<file path="src/rtl/ext_input_conditioner_if.sv">
// Button/status bundle between the raw button pins, software clear strobe and
// the conditioned status word consumed by the register file.
interface ext_input_conditioner_if #(
  parameter int N_BTN = 8
);
  logic [N_BTN-1:0] raw_buttons;
  logic             clear_events;
  logic [31:0]      external_inputs;

  modport master (
    output raw_buttons,
    output clear_events,
    input  external_inputs
  );

  modport slave (
    input  raw_buttons,
    input  clear_events,
    output external_inputs
  );
endinterface

</file>
<file path="src/rtl/ext_input_conditioner.sv">
// Synchronizes, debounces and edge-detects the raw buttons, keeps sticky press
// flags plus a saturating press count, and packs everything into one status word.
module ext_input_conditioner #(
  parameter int N_BTN           = 8,
  parameter int DEBOUNCE_CYCLES = 50000,
  parameter int CNT_W           = 16
) (
  input logic                   clock,
  input logic                   ctrl_reset,
  ext_input_conditioner_if.slave bus
);

  localparam logic [CNT_W-1:0] DB_LAST = CNT_W'(DEBOUNCE_CYCLES - 1);
  localparam logic [CNT_W-1:0] DB_FULL = CNT_W'(DEBOUNCE_CYCLES);

  logic [N_BTN-1:0] sync1, sync2;
  logic [N_BTN-1:0] stable, stable_next;
  logic [N_BTN-1:0] rise;
  logic [N_BTN-1:0] flags;
  logic [CNT_W-1:0] cnt      [N_BTN];
  logic [CNT_W-1:0] cnt_next [N_BTN];
  logic [7:0]       count, count_next;
  logic [3:0]       rise_pop;
  logic [7:0]       count_base;
  logic [9:0]       count_sum;
  logic [CNT_W-1:0] settle;
  logic             ready;
  logic [7:0]       stable_ext, flags_ext;
  logic [31:0]      word;

  always_comb begin
    for (int i = 0; i < N_BTN; i++) begin
      stable_next[i] = stable[i];
      cnt_next[i]    = cnt[i];
      if (sync2[i] == stable[i]) begin
        cnt_next[i] = '0;
      end else if (cnt[i] == DB_LAST) begin
        stable_next[i] = sync2[i];
        cnt_next[i]    = '0;
      end else begin
        cnt_next[i] = cnt[i] + 1'b1;
      end
    end
  end

  // Presses are judged on the level being committed this edge, so flags and
  // count update on the same edge as the stable level itself.
  always_comb begin
    rise     = stable_next & ~stable;
    rise_pop = '0;
    for (int i = 0; i < N_BTN; i++) begin
      rise_pop = rise_pop + 4'(rise[i]);
    end
    count_base = bus.clear_events ? 8'h00 : count;
    count_sum  = {2'b00, count_base} + {6'b000000, rise_pop};
    count_next = (count_sum > 10'd255) ? 8'hFF : count_sum[7:0];
  end

  always_comb begin
    stable_ext = '0;
    flags_ext  = '0;
    stable_ext[N_BTN-1:0] = stable;
    flags_ext[N_BTN-1:0]  = flags;
  end

  always_ff @(posedge clock) begin
    if (!ctrl_reset) begin
      sync1  <= '0;
      sync2  <= '0;
      stable <= '0;
      flags  <= '0;
      count  <= '0;
      settle <= '0;
      ready  <= 1'b0;
      word   <= '0;
      for (int i = 0; i < N_BTN; i++) begin
        cnt[i] <= '0;
      end
    end else begin
      sync1  <= bus.raw_buttons;
      sync2  <= sync1;
      stable <= stable_next;
      flags  <= (flags & ~{N_BTN{bus.clear_events}}) | rise;
      count  <= count_next;
      for (int i = 0; i < N_BTN; i++) begin
        cnt[i] <= cnt_next[i];
      end
      if (settle != DB_FULL) begin
        settle <= settle + 1'b1;
        if (settle == DB_LAST) begin
          ready <= 1'b1;
        end
      end
      word <= {ready, 7'b0000000, count, flags_ext, stable_ext};
    end
  end

  assign bus.external_inputs = word;

endmodule

</file>
<file path="src/flat_wrapper.sv">
// flat-port wrapper written by rule: the top's interface ports become plain ports
module ext_input_conditioner_flat 
#(
  parameter int N_BTN           = 8,
  parameter int DEBOUNCE_CYCLES = 50000,
  parameter int CNT_W           = 16
)
  (clock, ctrl_reset, bus_raw_buttons, bus_clear_events, bus_external_inputs);
  ext_input_conditioner_if #(.N_BTN(N_BTN)) bus_i ();
  input logic clock;
  input logic ctrl_reset;
  input wire logic [$bits(bus_i.raw_buttons)-1:0] bus_raw_buttons;
  input wire logic [$bits(bus_i.clear_events)-1:0] bus_clear_events;
  output wire logic [$bits(bus_i.external_inputs)-1:0] bus_external_inputs;
  assign bus_i.raw_buttons = bus_raw_buttons;
  assign bus_i.clear_events = bus_clear_events;
  assign bus_external_inputs = bus_i.external_inputs;
  ext_input_conditioner #(.N_BTN(N_BTN), .DEBOUNCE_CYCLES(DEBOUNCE_CYCLES), .CNT_W(CNT_W)) u_core (.clock(clock), .ctrl_reset(ctrl_reset), .bus(bus_i));
endmodule
</file>
<file path="config.mk">
export PLATFORM = sky130hd
export DESIGN_NAME = ext_input_conditioner_flat
export DESIGN_NICKNAME = d
export VERILOG_FILES = /design/src/rtl/ext_input_conditioner_if.sv /design/src/rtl/ext_input_conditioner.sv /design/src/flat_wrapper.sv
export SDC_FILE = /design/constraint.sdc
export NUM_CORES = 1
export LEC_CHECK = 0
export BUFFER_PORTS_ARGS = -buffer_cell sky130_fd_sc_hd__buf_2
export CORE_MARGIN = 2
export CORE_UTILIZATION = 30
export DETAILED_ROUTE_END_ITERATION = 8
export PLACE_DENSITY = 0.54
export SLEW_MARGIN = 25
export SYNTH_ARGS = -nofsm -noshare
export SYNTH_HDL_FRONTEND = slang
export SYNTH_SLANG_ARGS = --single-unit
export TNS_END_PERCENT = 20
</file>
<file path="constraint.sdc">
create_clock -name clock -period 8.3 [get_ports clock]
set_input_delay 1.66 -clock clock [delete_from_list [all_inputs] [get_ports clock]]
set_output_delay 1.66 -clock clock [all_outputs]
set_load 0.05 [all_outputs]
</file>
==> results_dict.tcl, run 1 <==
set metrics [dict create \
    combPwrFrac_pct 1.5 \
    cp-end-kind "flip-flop" \
    synth_top_area_share_pct 46.5 \
    maxSlewHeadroom_pct 34.5 \
    grtUsageTotal_pct 10.9 \
    routabilityCongestion 0.769 \
    diodes 0 \
    postCtsSetupBuffers 0 \
    cts_tree "yes" \
    root_buffer "clkbuf_16" \
    status "complete, no violations" \
    drtAntennaViolNets 0 \
    ys_top_cells_by_area "dfxtp_1 (47%), xnor2_1 (9.5%), nor2_1 (6.0%)" \
    synth_cell_types 56 \
    drc 0 \
    cp_cell_sequence "or4b_1, or4_4, or2_4, nor3b_2, ha_1, inv_1, fa_1, fa_1, fa_1, inv_1, fa_1, xor2_1, ha_1, a21oi_1, o21a_1, or4b_2, and3_1" \
    tns_ns 0 \
    place_ws_ns 2.71 \
    dr_total_vias 6497 \
    grt_max_degree 69 \
    die_w_um 178 \
    yosysSeqAreaShare_pct 46.5 \
    avgSynthCellArea_um2 9.17 \
    cts_hold_buf 0 \
    p_leak_nw 3.47 \
    core_area_um2 29600 \
    netSwitchingFraction_pct 20.6 \
    grt_pass1_vias 6238 \
    layout_setup_ws_ns 2.70 \
    antenna_found_initial 0 \
    netlist_instances 986 \
    crit_fanout 7 \
    max_stage_delay_ns 0.64 \
    synth_area_um2 9040 \
    routedWlPerCell_um 11.8 \
    hold_class "flip-flop to flip-flop" \
    yosysWarningCount 0 \
    synth_edf_count 0 \
    clkPwrFrac_pct 50.5 \
    synth_flop_cell "dfxtp_1" \
    fin_crit_ns 5.60 \
    hold_viol 0 \
    slew_viol_final 0 \
    crit_type "flip-flop to flip-flop" \
    clk_latency_ns 0.52 \
    hpwl_um 11400 \
    p_per_area_nw_per_um2 204 \
    rsz0062_at_grt "no" \
    p_sw_mw 0.437 \
    worst-path-buf-inv 2 \
    cts_sinks 210 \
    fp.dieH_um 178 \
    final_common_cell "dfxtp_1" \
    yosysTopAreaCell "dfxtp_1" \
    fp-row-count 63 \
    seq_power_share_pct 48.0 \
    cts.clk_slew.worst_paths_ns 0.06 \
    overflow 0 \
    worstPathArrival_ns 6.00 \
    post-route-util_pct 35.1 \
    ir_drop_uv 132 \
    start_util_pct 30.5 \
    cpMostUsedCell "fa_1" \
    ios 43 \
    async_reset_ff_share_pct 0 \
    cts.htree.levels 1 \
    drtIter0Drc 267 \
    numCtsBuffers 25 \
    clock_skew_ns 0.0145 \
    cp_top_family "simple AND/OR/NAND/NOR gates" \
    area_delta_synth_final_pct 15.0 \
    detail_route.vias_per_cell 4.54 \
    cts-resized-gates 0 \
    grt_pass1_wl_um 29000 \
    start_kind "flip-flop" \
    placed_cells 1390 \
    dr.pass1.iters 4 \
    worst_pin_slew_ns 0.976 \
    synth-seq-cells 210 \
    setup_viol 0 \
    drive_gt1_share_pct 8.25 \
    period_share_pct 67.4 \
    worst_ep_required_time_ns 8.70 \
    nFillCells 3054 \
    worst_path_max_delay_cell "or4b_2" \
    fin_nets 1060 \
    finalPower_mw 2.13 \
    clockBufferDepth 3 \
    layout_common_cells "dfxtp_1 (210), nor2_1 (145), xnor2_1 (98)" \
    portBuffers 35 \
    die_area_um2 31500 \
    p_int_mw 1.69 \
    fin_cells 1432 \
    fmax_mhz 179 \
    wl_um 16800 \
    maxCapViolCount 0 \
]
layout make-up:
type                    instances  area, um2  area share (%)
flip-flops and latches        210       4200            40.4
clock inverters                 5       78.8           0.758
clock buffers                  37        731            7.03
inverters                      36        135            1.30
repair buffers                 36        183            1.76
well taps                     390        488            4.69
multi-input cells             718       4580            44.0
sequential cells by signal (all words and copies together), names as in the netlist:
name	cells
u_core.cnt	128
u_core.ready	1
u_core.count	8
u_core.stable	8
u_core.sync2	8
u_core.sync1	8
u_core.flags	8
u_core.bus.external_inputs	25
u_core.settle	16
cell families (layout without fill, tap and decap cells):
group	after synthesis	after routing	share of synthesized area, %
muxes	6	6	0.664
DFF	210	210	46.5
xor gates and xnor gates	130	130	12.6
and+or+nand+nor	500	500	29.7
adders and majority gates	22	22	3.46
buffers and inverters	64	114	3.11
other	1	7	0.0415
AOI/OAI and AO/OA	53	53	3.90
cells in the mapped netlist (all sizes together) (10+ instances only):
master and n:
and2 56, buf 11, clkbuf 17, dfxtp 210, ha 17, inv 36
nand2 47, nand3 53, nand3b 10, nand4 33, nor2 145, nor2b 14
nor3 35, nor4 41, o21a 11, o21ai 19, xnor2 98, xor2 32
layer usage:
layer | GRT usage (%) | routed length, um | up-vias
li1 | - | - | 3443
met5 | 0 | 0 | -
met4 | 3.45 | 387 | 0
met2 | 17.6 | 7390 | 67
met1 | 14.7 | 8390 | 2957
met3 | 2.06 | 658 | 30
worst paths after layout:
kind	slack, ns	endpoint	start	cells after the start
min reg2reg	0.43	u_core.sync2[4]$_SDFF_PN0_	u_core.sync1[4]$_SDFF_PN0_	1
max reg2reg	2.70	u_core.count[4]$_SDFF_PN0_	u_core.cnt[0][23]$_SDFF_PP0_	17
min	0.43	u_core.sync2[4]$_SDFF_PN0_	u_core.sync1[4]$_SDFF_PN0_	1
max	2.70	u_core.count[4]$_SDFF_PN0_	u_core.cnt[0][23]$_SDFF_PP0_	17
power groups by stage:
stage / Combinational [mW] / Sequential (mW) / Clock [mW]
after global routing: 0.0373 / 1.02 / 1.16
final: 0.0325 / 1.02 / 1.07
after global placement: 0.0336 / 1.04 / 0
after CTS: 0.0337 / 1.02 / 1.12
after floorplan: 0.0286 / 1.04 / 0
after detailed placement: 0.0336 / 1.04 / 0
metrics by stage:
step,hold slack [ns],instance area (um2)
final,0.430,10400
after floorplan,0.412,9060
after detailed placement,0.418,9590
after global routing,0.445,10400
after CTS,0.433,10400
after global placement,0.421,9590
Note: power is estimated with default switching activity, not from simulation.
==> run 2: changes to the inputs <==
Clock period 8.3 ns to 5.26 ns, I/O delays scaled along.
==> results_dict.tcl, run 2 (synthesis results as in run 1) <==
set metrics [dict create \
    cts_sinks 210 \
    hpwl_um 11700 \
    p_leak_nw 3.60 \
    cp_top_family "simple AND/OR/NAND/NOR gates" \
    slew_viol_final 0 \
    p_int_mw 2.80 \
    fp.dieH_um 178 \
    diodes 0 \
    fin_cells 1452 \
    fin_nets 1079 \
    layout_common_cells "dfxtp_1 (209), nor2_1 (145), xnor2_1 (98)" \
    status "complete, no violations" \
    clkPwrFrac_pct 52.4 \
    crit_fanout 4 \
    p_sw_mw 0.692 \
    whs_ns 0.431 \
    hold_class "flip-flop to flip-flop" \
    holdPathStages 1 \
    worst_ep_required_time_ns 5.67 \
    max_stage_delay_ns 0.59 \
    clock_skew_ns 0.00750 \
    fp-row-count 63 \
    largest_reg_flops 128 \
    worst_path_max_delay_cell "fa_1" \
    largest_register "u_core.cnt" \
    numCtsBuffers 25 \
    finalPower_mw 3.49 \
    period_share_pct 99.5 \
    regToRegEndpoint "u_core.count[4]$_SDFF_PN0_" \
    wl_um 17400 \
    cts.htree.levels 1 \
    grt_pass1_wl_um 29600 \
    area_delta_synth_final_pct 17.7 \
    hold_viol 0 \
    cp_cell_sequence "or4b_1, or4_4, or2_4, nor3b_2, ha_1, inv_2, fa_1, fa_1, fa_2, inv_2, fa_2, xor2_1, ha_1, a21oi_2, o21a_2, or4b_4, and3_4" \
    grtUsageTotal_pct 11.2 \
    dr.pass1.iters 4 \
    root_buffer "clkbuf_16" \
    routedWlPerCell_um 12.0 \
    setup_viol 0 \
    dr_total_vias 6540 \
    drtAntennaViolNets 0 \
    rsz0062_at_grt "yes" \
    layout_setup_ws_ns 0.0273 \
    die_area_um2 31500 \
    hold_end "u_core.sync2[6]$_SDFF_PN0_" \
    die_w_um 178 \
    routabilityCongestion 0.783 \
    netSwitchingFraction_pct 19.8 \
    cts.clk_slew.worst_paths_ns 0.06 \
    drtIter0Drc 316 \
    seq_power_share_pct 46.1 \
    worst-path-buf-inv 2 \
    start_util_pct 30.5 \
    placed_cells 1405 \
    worstPathArrival_ns 5.64 \
    grt_pass1_vias 6195 \
    combPwrFrac_pct 1.5 \
    fin_crit_ns 5.23 \
    reg2regPathDepth 17 \
    drive_gt1_share_pct 11.1 \
    ir_drop_uv 179 \
    final_common_cell "dfxtp_1" \
    ios 43 \
    crit_type "flip-flop to flip-flop" \
    cp-end-kind "flip-flop" \
    worst_pin_slew_ns 1.01 \
    overflow 0 \
    portBuffers 35 \
    cts_tree "yes" \
    drc 0 \
    maxSlewHeadroom_pct 32.1 \
    p_per_area_nw_per_um2 328 \
    fmax_mhz 191 \
    clockBufferDepth 3 \
    place_ws_ns -0.0143 \
    detail_route.vias_per_cell 4.50 \
    cp_num_cells 17 \
    clk_latency_ns 0.51 \
    maxCapViolCount 0 \
    r2r-start "u_core.cnt[0][29]$_SDFF_PP0_" \
    antenna_found_initial 0 \
    grt_max_degree 41 \
    hp-start "u_core.sync1[6]$_SDFF_PN0_" \
    start_kind "flip-flop" \
    rrSetupSlack_ns 0.03 \
    core_area_um2 29600 \
]
[run 2: what timing repair did]
item | CTS | global route
gates resized for setup | 0 | 5
pin swaps | 2 | 16
hold buffers | 0 | 0
setup buffers | 0 | 4
setup endpoints to repair | 4 | 8
[run 2: metrics by stage]
stage	setup TNS, ns	area, um2	util, %
floorplan	-0.0527	9080	-
global placement	0	9710	32.8
detailed placement	-0.0143	9710	32.8
CTS	-0.0169	10600	35.8
global route	-0.473	10600	35.9
finish	0	10600	35.9
[run 2: final cells by class]
cell class,instances,area [um2]
clock inverter,6,130
tap,390,488
inverter,36,135
sequential,210,4210
multi-input combinational,718,4600
fill,3078,19000
timing repair buffer,55,325
clock buffer,37,761
[run 2: worst max path at each step]
stage / slack, ns / start / endpoint
6_report: 0.03 / u_core.cnt[0][29]$_SDFF_PP0_ / u_core.count[4]$_SDFF_PN0_
5_1_grt: -0.13 / u_core.cnt[0][29]$_SDFF_PP0_ / u_core.count[4]$_SDFF_PN0_
4_1_cts: -0.02 / u_core.cnt[0][23]$_SDFF_PP0_ / u_core.count[4]$_SDFF_PN0_
3_5_place_dp: -0.01 / u_core.cnt[0][23]$_SDFF_PP0_ / u_core.count[4]$_SDFF_PN0_
3_3_place_gp: 0.06 / u_core.cnt[0][23]$_SDFF_PP0_ / u_core.count[4]$_SDFF_PN0_
2_1_floorplan: -0.05 / u_core.cnt[0][23]$_SDFF_PP0_ / u_core.count[4]$_SDFF_PN0_
[run 2: power groups by stage]
stage	combinational (mW)	sequential, mW	clock (mW)
2_1_floorplan	0.0451	1.64	0
3_3_place_gp	0.0532	1.64	0
3_5_place_dp	0.0533	1.64	0
4_1_cts	0.0537	1.61	1.89
5_1_grt	0.0587	1.61	1.96
6_report	0.0524	1.61	1.83
[run 2: metal layers]
metal  part of all wire, %  GRT usage (%)  up-vias  wire [um]
met2                    43           17.6       74       7540
met3                   4.2           1.97       26        737
met5                     0              0        -          0
met1                    50           15.5     2960       8720
li1                      -              -     3480          -
met4                   2.1           3.38        0        367
